==> src/rtl/i2c_slave_responder.sv <==
// ---------------------------------------------------------------------------
// i2c_slave_responder
//
// I2C target that answers a single master on one bus. It detects START and
// STOP, matches a 7-bit address, ACKs address and write bytes, stores written
// bytes in a DEPTH-entry buffer and returns buffer bytes on reads. Byte and
// transaction strobes are provided for scoreboarding.
//
// Ports:
//   clk_i        system clock (at least 10x SCL)
//   rst_i        asynchronous active-low reset
//   scl_i/sda_i  asynchronous bus inputs
//   sda_o        open-drain data drive (0 = pull low, 1 = release)
//   mem_we_i     host preload strobe, with mem_addr_i / mem_wdata_i
//   rx_valid_o   one-cycle pulse per accepted write byte, with rx_data_o
//   busy_o       high from address match until the transaction ends
//   op_done_o    one-cycle pulse at transaction end, with op_rw_o/byte_cnt_o
// ---------------------------------------------------------------------------
module i2c_slave_responder #(
    parameter int unsigned               I2C_ADDR_WIDTH = 7,
    parameter int unsigned               I2C_DATA_WIDTH = 8,
    parameter logic [I2C_ADDR_WIDTH-1:0] SLAVE_ADDR     = 7'h22,
    parameter int unsigned               DEPTH          = 32,
    parameter int unsigned               PTR_WIDTH      = 5
) (
    input  logic                      clk_i,
    input  logic                      rst_i,
    input  logic                      scl_i,
    input  logic                      sda_i,
    output logic                      sda_o,
    input  logic                      mem_we_i,
    input  logic [PTR_WIDTH-1:0]      mem_addr_i,
    input  logic [I2C_DATA_WIDTH-1:0] mem_wdata_i,
    output logic                      rx_valid_o,
    output logic [I2C_DATA_WIDTH-1:0] rx_data_o,
    output logic                      busy_o,
    output logic                      op_done_o,
    output logic                      op_rw_o,
    output logic [7:0]                byte_cnt_o
);

    localparam int unsigned DW = I2C_DATA_WIDTH;
    localparam logic [3:0]  LAST_BIT = 4'(DW - 1);
    localparam logic [3:0]  ALL_BITS = 4'(DW);
    localparam logic [PTR_WIDTH-1:0] PTR_ONE = 1;

    localparam logic [2:0] ST_IDLE      = 3'd0;
    localparam logic [2:0] ST_ADDR      = 3'd1;
    localparam logic [2:0] ST_ADDR_ACK  = 3'd2;
    localparam logic [2:0] ST_WR_DATA   = 3'd3;
    localparam logic [2:0] ST_WR_ACK    = 3'd4;
    localparam logic [2:0] ST_RD_DATA   = 3'd5;
    localparam logic [2:0] ST_RD_ACK    = 3'd6;
    localparam logic [2:0] ST_WAIT_STOP = 3'd7;

    // Bit 0 and 1 form the synchronizer, bit 2 is the edge-detect history.
    logic [2:0] scl_sync_q, scl_sync_d, sda_sync_q, sda_sync_d;
    logic [2:0] state_q, state_d;
    logic [DW-1:0] shift_q, shift_d;
    logic [3:0] bit_cnt_q, bit_cnt_d;
    logic [PTR_WIDTH-1:0] ptr_q, ptr_d;
    logic [7:0] cnt_q, cnt_d;
    logic rw_q, rw_d;
    logic busy_q, busy_d;
    logic sda_q, sda_d;
    // In ACK states: ACK already driven. In RD_ACK: master ACKed.
    logic ack_phase_q, ack_phase_d;
    logic rx_valid_q, rx_valid_d;
    logic [DW-1:0] rx_data_q, rx_data_d;
    logic op_done_q, op_done_d;
    logic op_rw_q, op_rw_d;
    logic [7:0] byte_cnt_q, byte_cnt_d;
    logic [DW-1:0] mem_q [DEPTH];
    logic [DW-1:0] mem_d [DEPTH];

    logic scl_now, scl_prev, sda_now, sda_prev;
    logic scl_rise, scl_fall, start_det, stop_det;
    logic [DW-1:0] rd_byte;

    assign scl_now   = scl_sync_q[1];
    assign scl_prev  = scl_sync_q[2];
    assign sda_now   = sda_sync_q[1];
    assign sda_prev  = sda_sync_q[2];
    assign scl_rise  = scl_now & ~scl_prev;
    assign scl_fall  = ~scl_now & scl_prev;
    assign start_det = scl_now & scl_prev & sda_prev & ~sda_now;
    assign stop_det  = scl_now & scl_prev & ~sda_prev & sda_now;
    assign rd_byte   = mem_q[ptr_q];

    function automatic logic [7:0] sat_inc(input logic [7:0] v);
        return (v == 8'hFF) ? v : v + 8'd1;
    endfunction

    always_comb begin
        scl_sync_d  = {scl_sync_q[1:0], scl_i};
        sda_sync_d  = {sda_sync_q[1:0], sda_i};
        state_d     = state_q;
        shift_d     = shift_q;
        bit_cnt_d   = bit_cnt_q;
        ptr_d       = ptr_q;
        cnt_d       = cnt_q;
        rw_d        = rw_q;
        busy_d      = busy_q;
        sda_d       = sda_q;
        ack_phase_d = ack_phase_q;
        rx_valid_d  = 1'b0;
        rx_data_d   = rx_data_q;
        op_done_d   = 1'b0;
        op_rw_d     = op_rw_q;
        byte_cnt_d  = byte_cnt_q;
        mem_d       = mem_q;

        // Preload first so that an I2C write to the same entry below wins.
        if (mem_we_i) begin
            mem_d[mem_addr_i] = mem_wdata_i;
        end

        if (start_det || stop_det) begin
            // Bus conditions abandon any partial byte and end a matched transaction.
            if (busy_q) begin
                op_done_d  = 1'b1;
                op_rw_d    = rw_q;
                byte_cnt_d = cnt_q;
                busy_d     = 1'b0;
            end
            sda_d       = 1'b1;
            bit_cnt_d   = 4'd0;
            ack_phase_d = 1'b0;
            state_d     = start_det ? ST_ADDR : ST_IDLE;
        end else begin
            case (state_q)
                ST_ADDR: begin
                    if (scl_rise) begin
                        shift_d   = {shift_q[DW-2:0], sda_now};
                        bit_cnt_d = bit_cnt_q + 4'd1;
                        if (bit_cnt_q == LAST_BIT) begin
                            if (shift_d[DW-1 -: I2C_ADDR_WIDTH] == SLAVE_ADDR) begin
                                state_d     = ST_ADDR_ACK;
                                busy_d      = 1'b1;
                                ptr_d       = '0;
                                cnt_d       = 8'd0;
                                rw_d        = sda_now;
                                ack_phase_d = 1'b0;
                            end else begin
                                state_d = ST_WAIT_STOP;
                            end
                        end
                    end
                end
                ST_ADDR_ACK, ST_WR_ACK: begin
                    // First fall pulls SDA low, second fall ends the ACK bit.
                    if (scl_fall) begin
                        if (!ack_phase_q) begin
                            sda_d       = 1'b0;
                            ack_phase_d = 1'b1;
                        end else begin
                            ack_phase_d = 1'b0;
                            if (state_q == ST_ADDR_ACK && rw_q) begin
                                sda_d     = rd_byte[DW-1];
                                shift_d   = {rd_byte[DW-2:0], 1'b0};
                                bit_cnt_d = 4'd1;
                                state_d   = ST_RD_DATA;
                            end else begin
                                sda_d     = 1'b1;
                                bit_cnt_d = 4'd0;
                                state_d   = ST_WR_DATA;
                            end
                        end
                    end
                end
                ST_WR_DATA: begin
                    if (scl_rise) begin
                        shift_d   = {shift_q[DW-2:0], sda_now};
                        bit_cnt_d = bit_cnt_q + 4'd1;
                        if (bit_cnt_q == LAST_BIT) begin
                            mem_d[ptr_q] = shift_d;
                            rx_valid_d   = 1'b1;
                            rx_data_d    = shift_d;
                            ptr_d        = ptr_q + PTR_ONE;
                            cnt_d        = sat_inc(cnt_q);
                            ack_phase_d  = 1'b0;
                            state_d      = ST_WR_ACK;
                        end
                    end
                end
                ST_RD_DATA: begin
                    // bit_cnt counts bits already placed on the bus.
                    if (scl_fall) begin
                        if (bit_cnt_q == ALL_BITS) begin
                            sda_d       = 1'b1;
                            ptr_d       = ptr_q + PTR_ONE;
                            cnt_d       = sat_inc(cnt_q);
                            ack_phase_d = 1'b0;
                            state_d     = ST_RD_ACK;
                        end else begin
                            sda_d     = shift_q[DW-1];
                            shift_d   = {shift_q[DW-2:0], 1'b0};
                            bit_cnt_d = bit_cnt_q + 4'd1;
                        end
                    end
                end
                ST_RD_ACK: begin
                    if (scl_rise) begin
                        if (sda_now) begin
                            state_d = ST_WAIT_STOP;
                        end else begin
                            ack_phase_d = 1'b1;
                        end
                    end else if (scl_fall && ack_phase_q) begin
                        sda_d       = rd_byte[DW-1];
                        shift_d     = {rd_byte[DW-2:0], 1'b0};
                        bit_cnt_d   = 4'd1;
                        ack_phase_d = 1'b0;
                        state_d     = ST_RD_DATA;
                    end
                end
                default: begin
                end
            endcase
        end
    end

    // Synchronizers reset to the idle-high bus level so no false edge follows reset.
    always_ff @(posedge clk_i or negedge rst_i) begin
        if (!rst_i) begin
            scl_sync_q  <= 3'b111;
            sda_sync_q  <= 3'b111;
            state_q     <= ST_IDLE;
            shift_q     <= '0;
            bit_cnt_q   <= 4'd0;
            ptr_q       <= '0;
            cnt_q       <= 8'd0;
            rw_q        <= 1'b0;
            busy_q      <= 1'b0;
            sda_q       <= 1'b1;
            ack_phase_q <= 1'b0;
            rx_valid_q  <= 1'b0;
            rx_data_q   <= '0;
            op_done_q   <= 1'b0;
            op_rw_q     <= 1'b0;
            byte_cnt_q  <= 8'd0;
            mem_q       <= '{default: '0};
        end else begin
            scl_sync_q  <= scl_sync_d;
            sda_sync_q  <= sda_sync_d;
            state_q     <= state_d;
            shift_q     <= shift_d;
            bit_cnt_q   <= bit_cnt_d;
            ptr_q       <= ptr_d;
            cnt_q       <= cnt_d;
            rw_q        <= rw_d;
            busy_q      <= busy_d;
            sda_q       <= sda_d;
            ack_phase_q <= ack_phase_d;
            rx_valid_q  <= rx_valid_d;
            rx_data_q   <= rx_data_d;
            op_done_q   <= op_done_d;
            op_rw_q     <= op_rw_d;
            byte_cnt_q  <= byte_cnt_d;
            mem_q       <= mem_d;
        end
    end

    assign sda_o      = sda_q;
    assign rx_valid_o = rx_valid_q;
    assign rx_data_o  = rx_data_q;
    assign busy_o     = busy_q;
    assign op_done_o  = op_done_q;
    assign op_rw_o    = op_rw_q;
    assign byte_cnt_o = byte_cnt_q;

endmodule

==> config.mk <==
export PLATFORM = sky130hd
export DESIGN_NAME = i2c_slave_responder
export DESIGN_NICKNAME = d
export VERILOG_FILES = /design/src/rtl/i2c_slave_responder.sv
export SDC_FILE = /design/constraint.sdc
export NUM_CORES = 1
export LEC_CHECK = 0
export BUFFER_PORTS_ARGS = -buffer_cell sky130_fd_sc_hd__buf_4
export CAP_MARGIN = 15
export CELL_PAD_IN_SITES_DETAIL_PLACEMENT = 0
export CELL_PAD_IN_SITES_GLOBAL_PLACEMENT = 2
export CORE_UTILIZATION = 46
export CTS_CLUSTER_SIZE = 30
export DETAILED_ROUTE_END_ITERATION = 7
export PLACE_DENSITY_LB_ADDON = 0.1
export SLEW_MARGIN = 40
export SYNTH_ARGS = -nofsm -noshare
export SYNTH_HDL_FRONTEND = slang
export SYNTH_SLANG_ARGS = --single-unit
==> constraint.sdc <==
create_clock -name clk_i -period 6.2 [get_ports clk_i]
set_clock_uncertainty 0.05 [all_clocks]
set_input_delay 1.86 -clock clk_i [delete_from_list [all_inputs] [get_ports clk_i]]
set_output_delay 1.86 -clock clk_i [all_outputs]
set_load 0.02 [all_outputs]
==> flow_metrics.tcl, run 1 <==
set metrics [dict create \
    setup_tns_ps 0 \
    syn_nets 1681 \
    fin_crit_sh 0.550 \
    grt_remaining_overflow 0 \
    leakagePower_nw 7.59 \
    grt_use_total 0.281 \
    cts_num_sinks 313 \
    hold_slack_ps 306 \
    cts_tree "yes" \
    reg2reg_slack_ps 2790 \
    chipWidth_um 196 \
    synth_area_leader_cell "dfrtp_1" \
    avgSynthCellArea_um2 10.5 \
    synthToLayoutAreaGrowth_pct 10.6 \
    cp.arrival_ps 3750 \
    fmax_ghz 0.293 \
    antenna_found_initial 0 \
    async_flop_share 1.00 \
    clk_latency_ps 550 \
    yosysUniqueCellTypes 69 \
    clk_pin_slew_ps 50 \
    hold_class "flip-flop to flip-flop" \
    io_buffers 38 \
    grt_pass1_wl_mm 81.0 \
    grt_max_degree 87 \
    yosysMostFrequentCell "dfrtp_1" \
    cp-end-kind "flip-flop" \
    drv_slew 0 \
    synthTopCellsByArea "dfrtp_1 (44%), mux2i_1 (16%), mux4_2 (8.3%), o21ai_0 (6.8%), nand2_1 (6.1%)" \
    grt_setup_unrepaired "no" \
    tightestPinTransition_ps 879 \
    drt_first_iter_violations 1046 \
    routabilityCongestion 0.841 \
    worstPathRequired_ps 6540 \
    row_count 70 \
    slowest_stage "nand3_1" \
    cts_resized 0 \
    path_class "flip-flop to flip-flop" \
    die-area_um2 38500 \
    holdBufCountCts 0 \
    post-dp-hpwl_mm 32.3 \
    n_antenna_cell 0 \
    wl_mm 52.3 \
    wire_per_inst_um 24.3 \
    status "complete, no violations" \
    path_cells "buf_4 > xnor2_2 > o21ai_4 > buf_4 > nor3_1 > nand3_1 > nor2_1 > a21oi_1" \
    nFillCells 3331 \
    ys.flop_type "dfrtp_1" \
    initial_utilization 0.470 \
    setup_viol 0 \
    cts_buffers 37 \
    die_y_um 196 \
    slew_headroom 0.413 \
    vdd.ir_drop.worst_v 0.000226 \
    hold_violations 0 \
    synth_warnings 0 \
    dr_total_vias 12800 \
    syn_inst 1656 \
    synth_top_area_share 0.442 \
    vias_per_cell 5.93 \
    io-pin-count 39 \
    cts_buffer_depth 3 \
    drtPass1Iterations 5 \
    root_buffer "clkbuf_16" \
    grt_pass1_vias 12300 \
    drc 0 \
    crit_path_max_incr_delay_ps 670 \
    cp_common_cell "buf_4" \
    synth-edff-count 0 \
    coreArea_um2 36900 \
    fin_nets 1651 \
    synth_common_cells "dfrtp_1 (306), nand2_1 (283), mux2i_1 (271), o21ai_0 (236), clkbuf_1 (69)" \
    cts_max_level 2 \
    syn_area_um2 17300 \
    path_max_fanout 40 \
    maxCapViolations 0 \
    cts_setup_buffers 0 \
    finalCriticalPeriod_ps 3410 \
    ys_ff_latch 313 \
    drive_above_1_share 0.160 \
    p_per_area_nw_per_um2 359 \
    startpoint_type "flip-flop" \
    ys_seq_area_frac 0.452 \
    detail-route-antenna-nets 0 \
]
placed cells by master (no fill, tap or decap), types with 7 or more instances in the layout:
cell       instances
dfrtp_1          304
nand2_1          283
mux2i_1          271
o21ai_0          236
mux4_2            64
buf_4             59
nor2_1            51
a21oi_1           51
clkbuf_16         37
o21ai_1           24
inv_1             21
nor2_2            19
nand3_1           16
nor3_4            15
clkbuf_1          13
nor4_4            12
mux2_2            11
a22oi_1           10
a221oi_1           9
nand2b_1           8
clkbuf_8           8
a22o_1             7
o2111ai_1          7
ha_1               7
dfstp_2            7
cell type report:
type	instances	area, um2	share of cell area
well taps	504	631	0.0329
repair buffers	64	537	0.0280
clock inverters	5	57.6	0.00300
multi-input cells	1189	8950	0.466
flip-flops and latches	313	7850	0.409
inverters	21	78.8	0.00411
clock buffers	58	1080	0.0565
power by group:
group          internal (W)  leakage (nW)  total, W  switching, W
registers           0.00243          3.39   0.00275      0.000320
clock network       0.00124         0.560   0.00211      0.000870
logic              0.000835          3.64   0.00204       0.00120
total               0.00450          7.59   0.00689       0.00239
worst max-delay path: cells and delay by family, from the launching register on:
| kind | cells | cell delay, ps |
|---|---|---|
| and+or+nand+nor | 3 | 1420 |
| AOI/OAI and AO/OA | 2 | 140 |
| xor gates and xnor gates | 1 | 250 |
| buffers and inverters | 2 | 870 |
| DFF | 1 | 510 |
per-stage QoR:
stage                     setup WS, ps   util  instances  total power (W)  area, um2
after detailed placement          2330  0.487       2088          0.00480      18000
after global routing              2560  0.520       2154          0.00724      19200
after global placement            2140  0.484       2085          0.00475      17800
after floorplan                   2750      -       1656          0.00411      17300
final                             2790  0.520       2154          0.00689      19200
after CTS                         2820  0.518       2151          0.00692      19100
worst paths after layout:
kind / end / startpoint / cells after the start
setup / recovery: mem_q[155] / sda_sync_q[1] / 8
hold / removal: sda_sync_q[1] / sda_sync_q[0] / 0
setup reg to reg: mem_q[155] / sda_sync_q[1] / 8
hold reg to reg: sda_sync_q[1] / sda_sync_q[0] / 0
max in group asynchronous: mem_q[17] / rst_i / 3
min in group asynchronous: mem_q[70] / rst_i / 1
registers in the layout, summed over array words and instances (netlist names):
| signal | flops |
|---|---|
| mem_q | 256 |
| rx_valid_o | 1 |
| ack_phase_q | 1 |
| rw_q | 1 |
| cnt_q | 8 |
| op_rw_o | 1 |
| rx_data_o | 8 |
| sda_sync_q | 3 |
| bit_cnt_q | 4 |
| shift_q | 8 |
| scl_sync_q | 3 |
| byte_cnt_o | 8 |
| ptr_q | 5 |
| state_q | 3 |
| op_done_o | 1 |
| busy_o | 1 |
| sda_o | 1 |
routing by layer:
metal / share of wire / routed length, um / vias to the layer above / GRT usage
met5: 0 / 0 / - / 0
met3: 0.054 / 2820 / 72 / 0.0480
met2: 0.46 / 24200 / 397 / 0.445
li1: - / - / 5882 / -
met4: 0.020 / 1060 / 0 / 0.0608
met1: 0.46 / 24200 / 6419 / 0.405
cells by family (layout without fill, tap and decap cells):
group | Yosys count | in the layout | share of synthesized area
flip-flops | 313 | 313 | 0.452
multiplexers | 346 | 346 | 0.247
AO/OA/AOI/OAI | 375 | 375 | 0.122
adder cells (fa/ha/maj) | 7 | 7 | 0.00505
AND/OR/NAND/NOR | 459 | 459 | 0.133
XOR/XNOR | 2 | 2 | 0.00144
buffers and inverters | 154 | 148 | 0.0391
No activity file was read; power rests on OpenSTA's default activity.
==> run 2, diff against run 1 <==
--- a/config.mk
+++ b/config.mk
@@ -9,7 +9,7 @@
 export CAP_MARGIN = 15
 export CELL_PAD_IN_SITES_DETAIL_PLACEMENT = 0
 export CELL_PAD_IN_SITES_GLOBAL_PLACEMENT = 2
-export CORE_UTILIZATION = 46
+export CORE_UTILIZATION = 42
 export CTS_CLUSTER_SIZE = 30
 export DETAILED_ROUTE_END_ITERATION = 7
 export PLACE_DENSITY_LB_ADDON = 0.1
==> constraint.sdc (replaced) <==
create_clock -name clk_i -period 3.15 [get_ports clk_i]
set_clock_uncertainty 0.05 [all_clocks]
set_input_delay 0.945 -clock clk_i [delete_from_list [all_inputs] [get_ports clk_i]]
set_output_delay 0.945 -clock clk_i [all_outputs]
set_load 0.02 [all_outputs]
==> run 2 against run 1 <==
Effect of this change: flip-flop and latch count unchanged; sequential power up 96%; cell area up 3.6%; worst setup slack worse by 2600 ps; via count up 1.1%; worst hold slack worse by 1.3 ps; highest routed layer unchanged.
==> flow_metrics.tcl, run 2 (same netlist as run 1, synthesis figures left out) <==
set metrics [dict create \
    grt_max_degree 74 \
    holdBufCountCts 0 \
    regMostFlops "mem_q" \
    drtPass1Iterations 5 \
    fin_crit_sh 0.941 \
    drv_slew 0 \
    grt_use_total 0.272 \
    hold_violations 0 \
    nFillCells 3831 \
    fin_nets 1722 \
    setup_viol 0 \
    clk_latency_ps 540 \
    slew_headroom 0.418 \
    grt_pass1_wl_mm 84.2 \
    tightestPinTransition_ps 869 \
    synthToLayoutAreaGrowth_pct 14.6 \
    path_max_fanout 13 \
    startpoint_type "flip-flop" \
    antenna_found_initial 0 \
    worstPathRequired_ps 3570 \
    post-dp-hpwl_mm 35.1 \
    final_common_cell "dfrtp_1" \
    die-area_um2 42100 \
    wire_per_inst_um 24.6 \
    multiInputGateArea_um2 8830 \
    leakagePower_nw 7.90 \
    largest_reg_flops 256 \
    grt_util_met2 0.424 \
    p_per_area_nw_per_um2 715 \
    clk_pin_slew_ps 60 \
    seqCellArea_um2 7850 \
    path_cells "nand2b_1 > nor2_1 > a22oi_1 > o2111ai_1 > o21ai_0 > mux2i_1" \
    hold_class "flip-flop to flip-flop" \
    cts_buffer_depth 3 \
    reg2reg_slack_ps 190 \
    slowest_stage "nor2_1" \
    grt_remaining_overflow 0 \
    cp-end-kind "flip-flop" \
    drc 0 \
    root_buffer "clkbuf_16" \
    fmax_ghz 0.337 \
    vias_per_cell 5.72 \
    maxCapViolations 0 \
    coreArea_um2 40700 \
    hold_slack_ps 305 \
    cp.arrival_ps 3380 \
    routabilityCongestion 0.845 \
    vdd.ir_drop.worst_v 0.000394 \
    wl_mm 55.5 \
    n_antenna_cell 0 \
    grt_pass1_vias 12800 \
    path_class "flip-flop to flip-flop" \
    initial_utilization 0.426 \
    status "complete, no violations" \
    top_usage_layer "met2" \
    drt_first_iter_violations 1064 \
    setup_tns_ps 0 \
    io-pin-count 39 \
    cts_max_level 2 \
    cts_num_sinks 313 \
    r2r_cells 6 \
    met3_usage 0.0429 \
    grt_setup_unrepaired "no" \
    crit_path_max_incr_delay_ps 770 \
    row_count 74 \
    die_y_um 205 \
    use_met1 0.385 \
    cts_setup_buffers 0 \
    layout_common_cells "dfrtp_1 (304), nand2_1 (283), mux2i_1 (271), o21ai_0 (236), buf_4 (119)" \
    chipWidth_um 205 \
    cts_tree "yes" \
    io_buffers 38 \
    drive_above_1_share 0.193 \
    cts_buffers 39 \
    dr_total_vias 12900 \
    cts_resized 0 \
    holdPathStages 0 \
    detail-route-antenna-nets 0 \
    finalCriticalPeriod_ps 2960 \
]
==> run 2: per-layer routing <==
layer	part of all wire	routed length (um)
met3	0.054	3020
met1	0.46	25600
met4	0.030	1650
met2	0.46	25300
met5	0	0
==> run 2: per-stage QoR <==
| stage | cells | utilization | area [um2] | total power, W | worst slack (ps) |
|---|---|---|---|---|---|
| 2_1_floorplan | 1656 | - | 17300 | 0.00809 | 618 |
| 3_3_place_gp | 2186 | 0.455 | 18500 | 0.00961 | 368 |
| 3_5_place_dp | 2188 | 0.456 | 18600 | 0.00966 | 337 |
| 4_1_cts | 2256 | 0.488 | 19900 | 0.0143 | 330 |
| 5_1_grt | 2256 | 0.488 | 19900 | 0.0149 | 102 |
| 6_report | 2256 | 0.488 | 19900 | 0.0142 | 186 |
==> run 2: final timing paths <==
check / endpoint / from
max in group asynchronous: sda_sync_q[0] / rst_i
worst min register to register: scl_sync_q[1] / scl_sync_q[0]
worst min-delay path: scl_sync_q[1] / scl_sync_q[0]
min in group asynchronous: mem_q[83] / rst_i
worst max-delay path: shift_q[1] / ptr_q[4]
worst max register to register: shift_q[1] / ptr_q[4]
==> run 2: worst max-delay path, delay by kind of cell, from the launching register on <==
kind | cells | cell delay [ps]
and+or+nand+nor | 2 | 1170
AOI/OAI and AO/OA | 3 | 780
DFF | 1 | 690
muxes | 1 | 190
==> run 2: power breakdown <==
group	total (W)	switching (W)	internal (W)	leakage, nW
Combinational	0.00421	0.00248	0.00173	3.87
Sequential	0.00540	0.000619	0.00478	3.39
Clock	0.00459	0.00179	0.00281	0.644
==> run 2: area by class of cell <==
cell class                 instances  area share
multi-input combinational       1189       0.444
sequential                       313       0.395
clock buffer                      58      0.0589
timing repair buffer             133      0.0583
tap                              532      0.0335
clock inverter                    10     0.00648
inverter                          21     0.00397
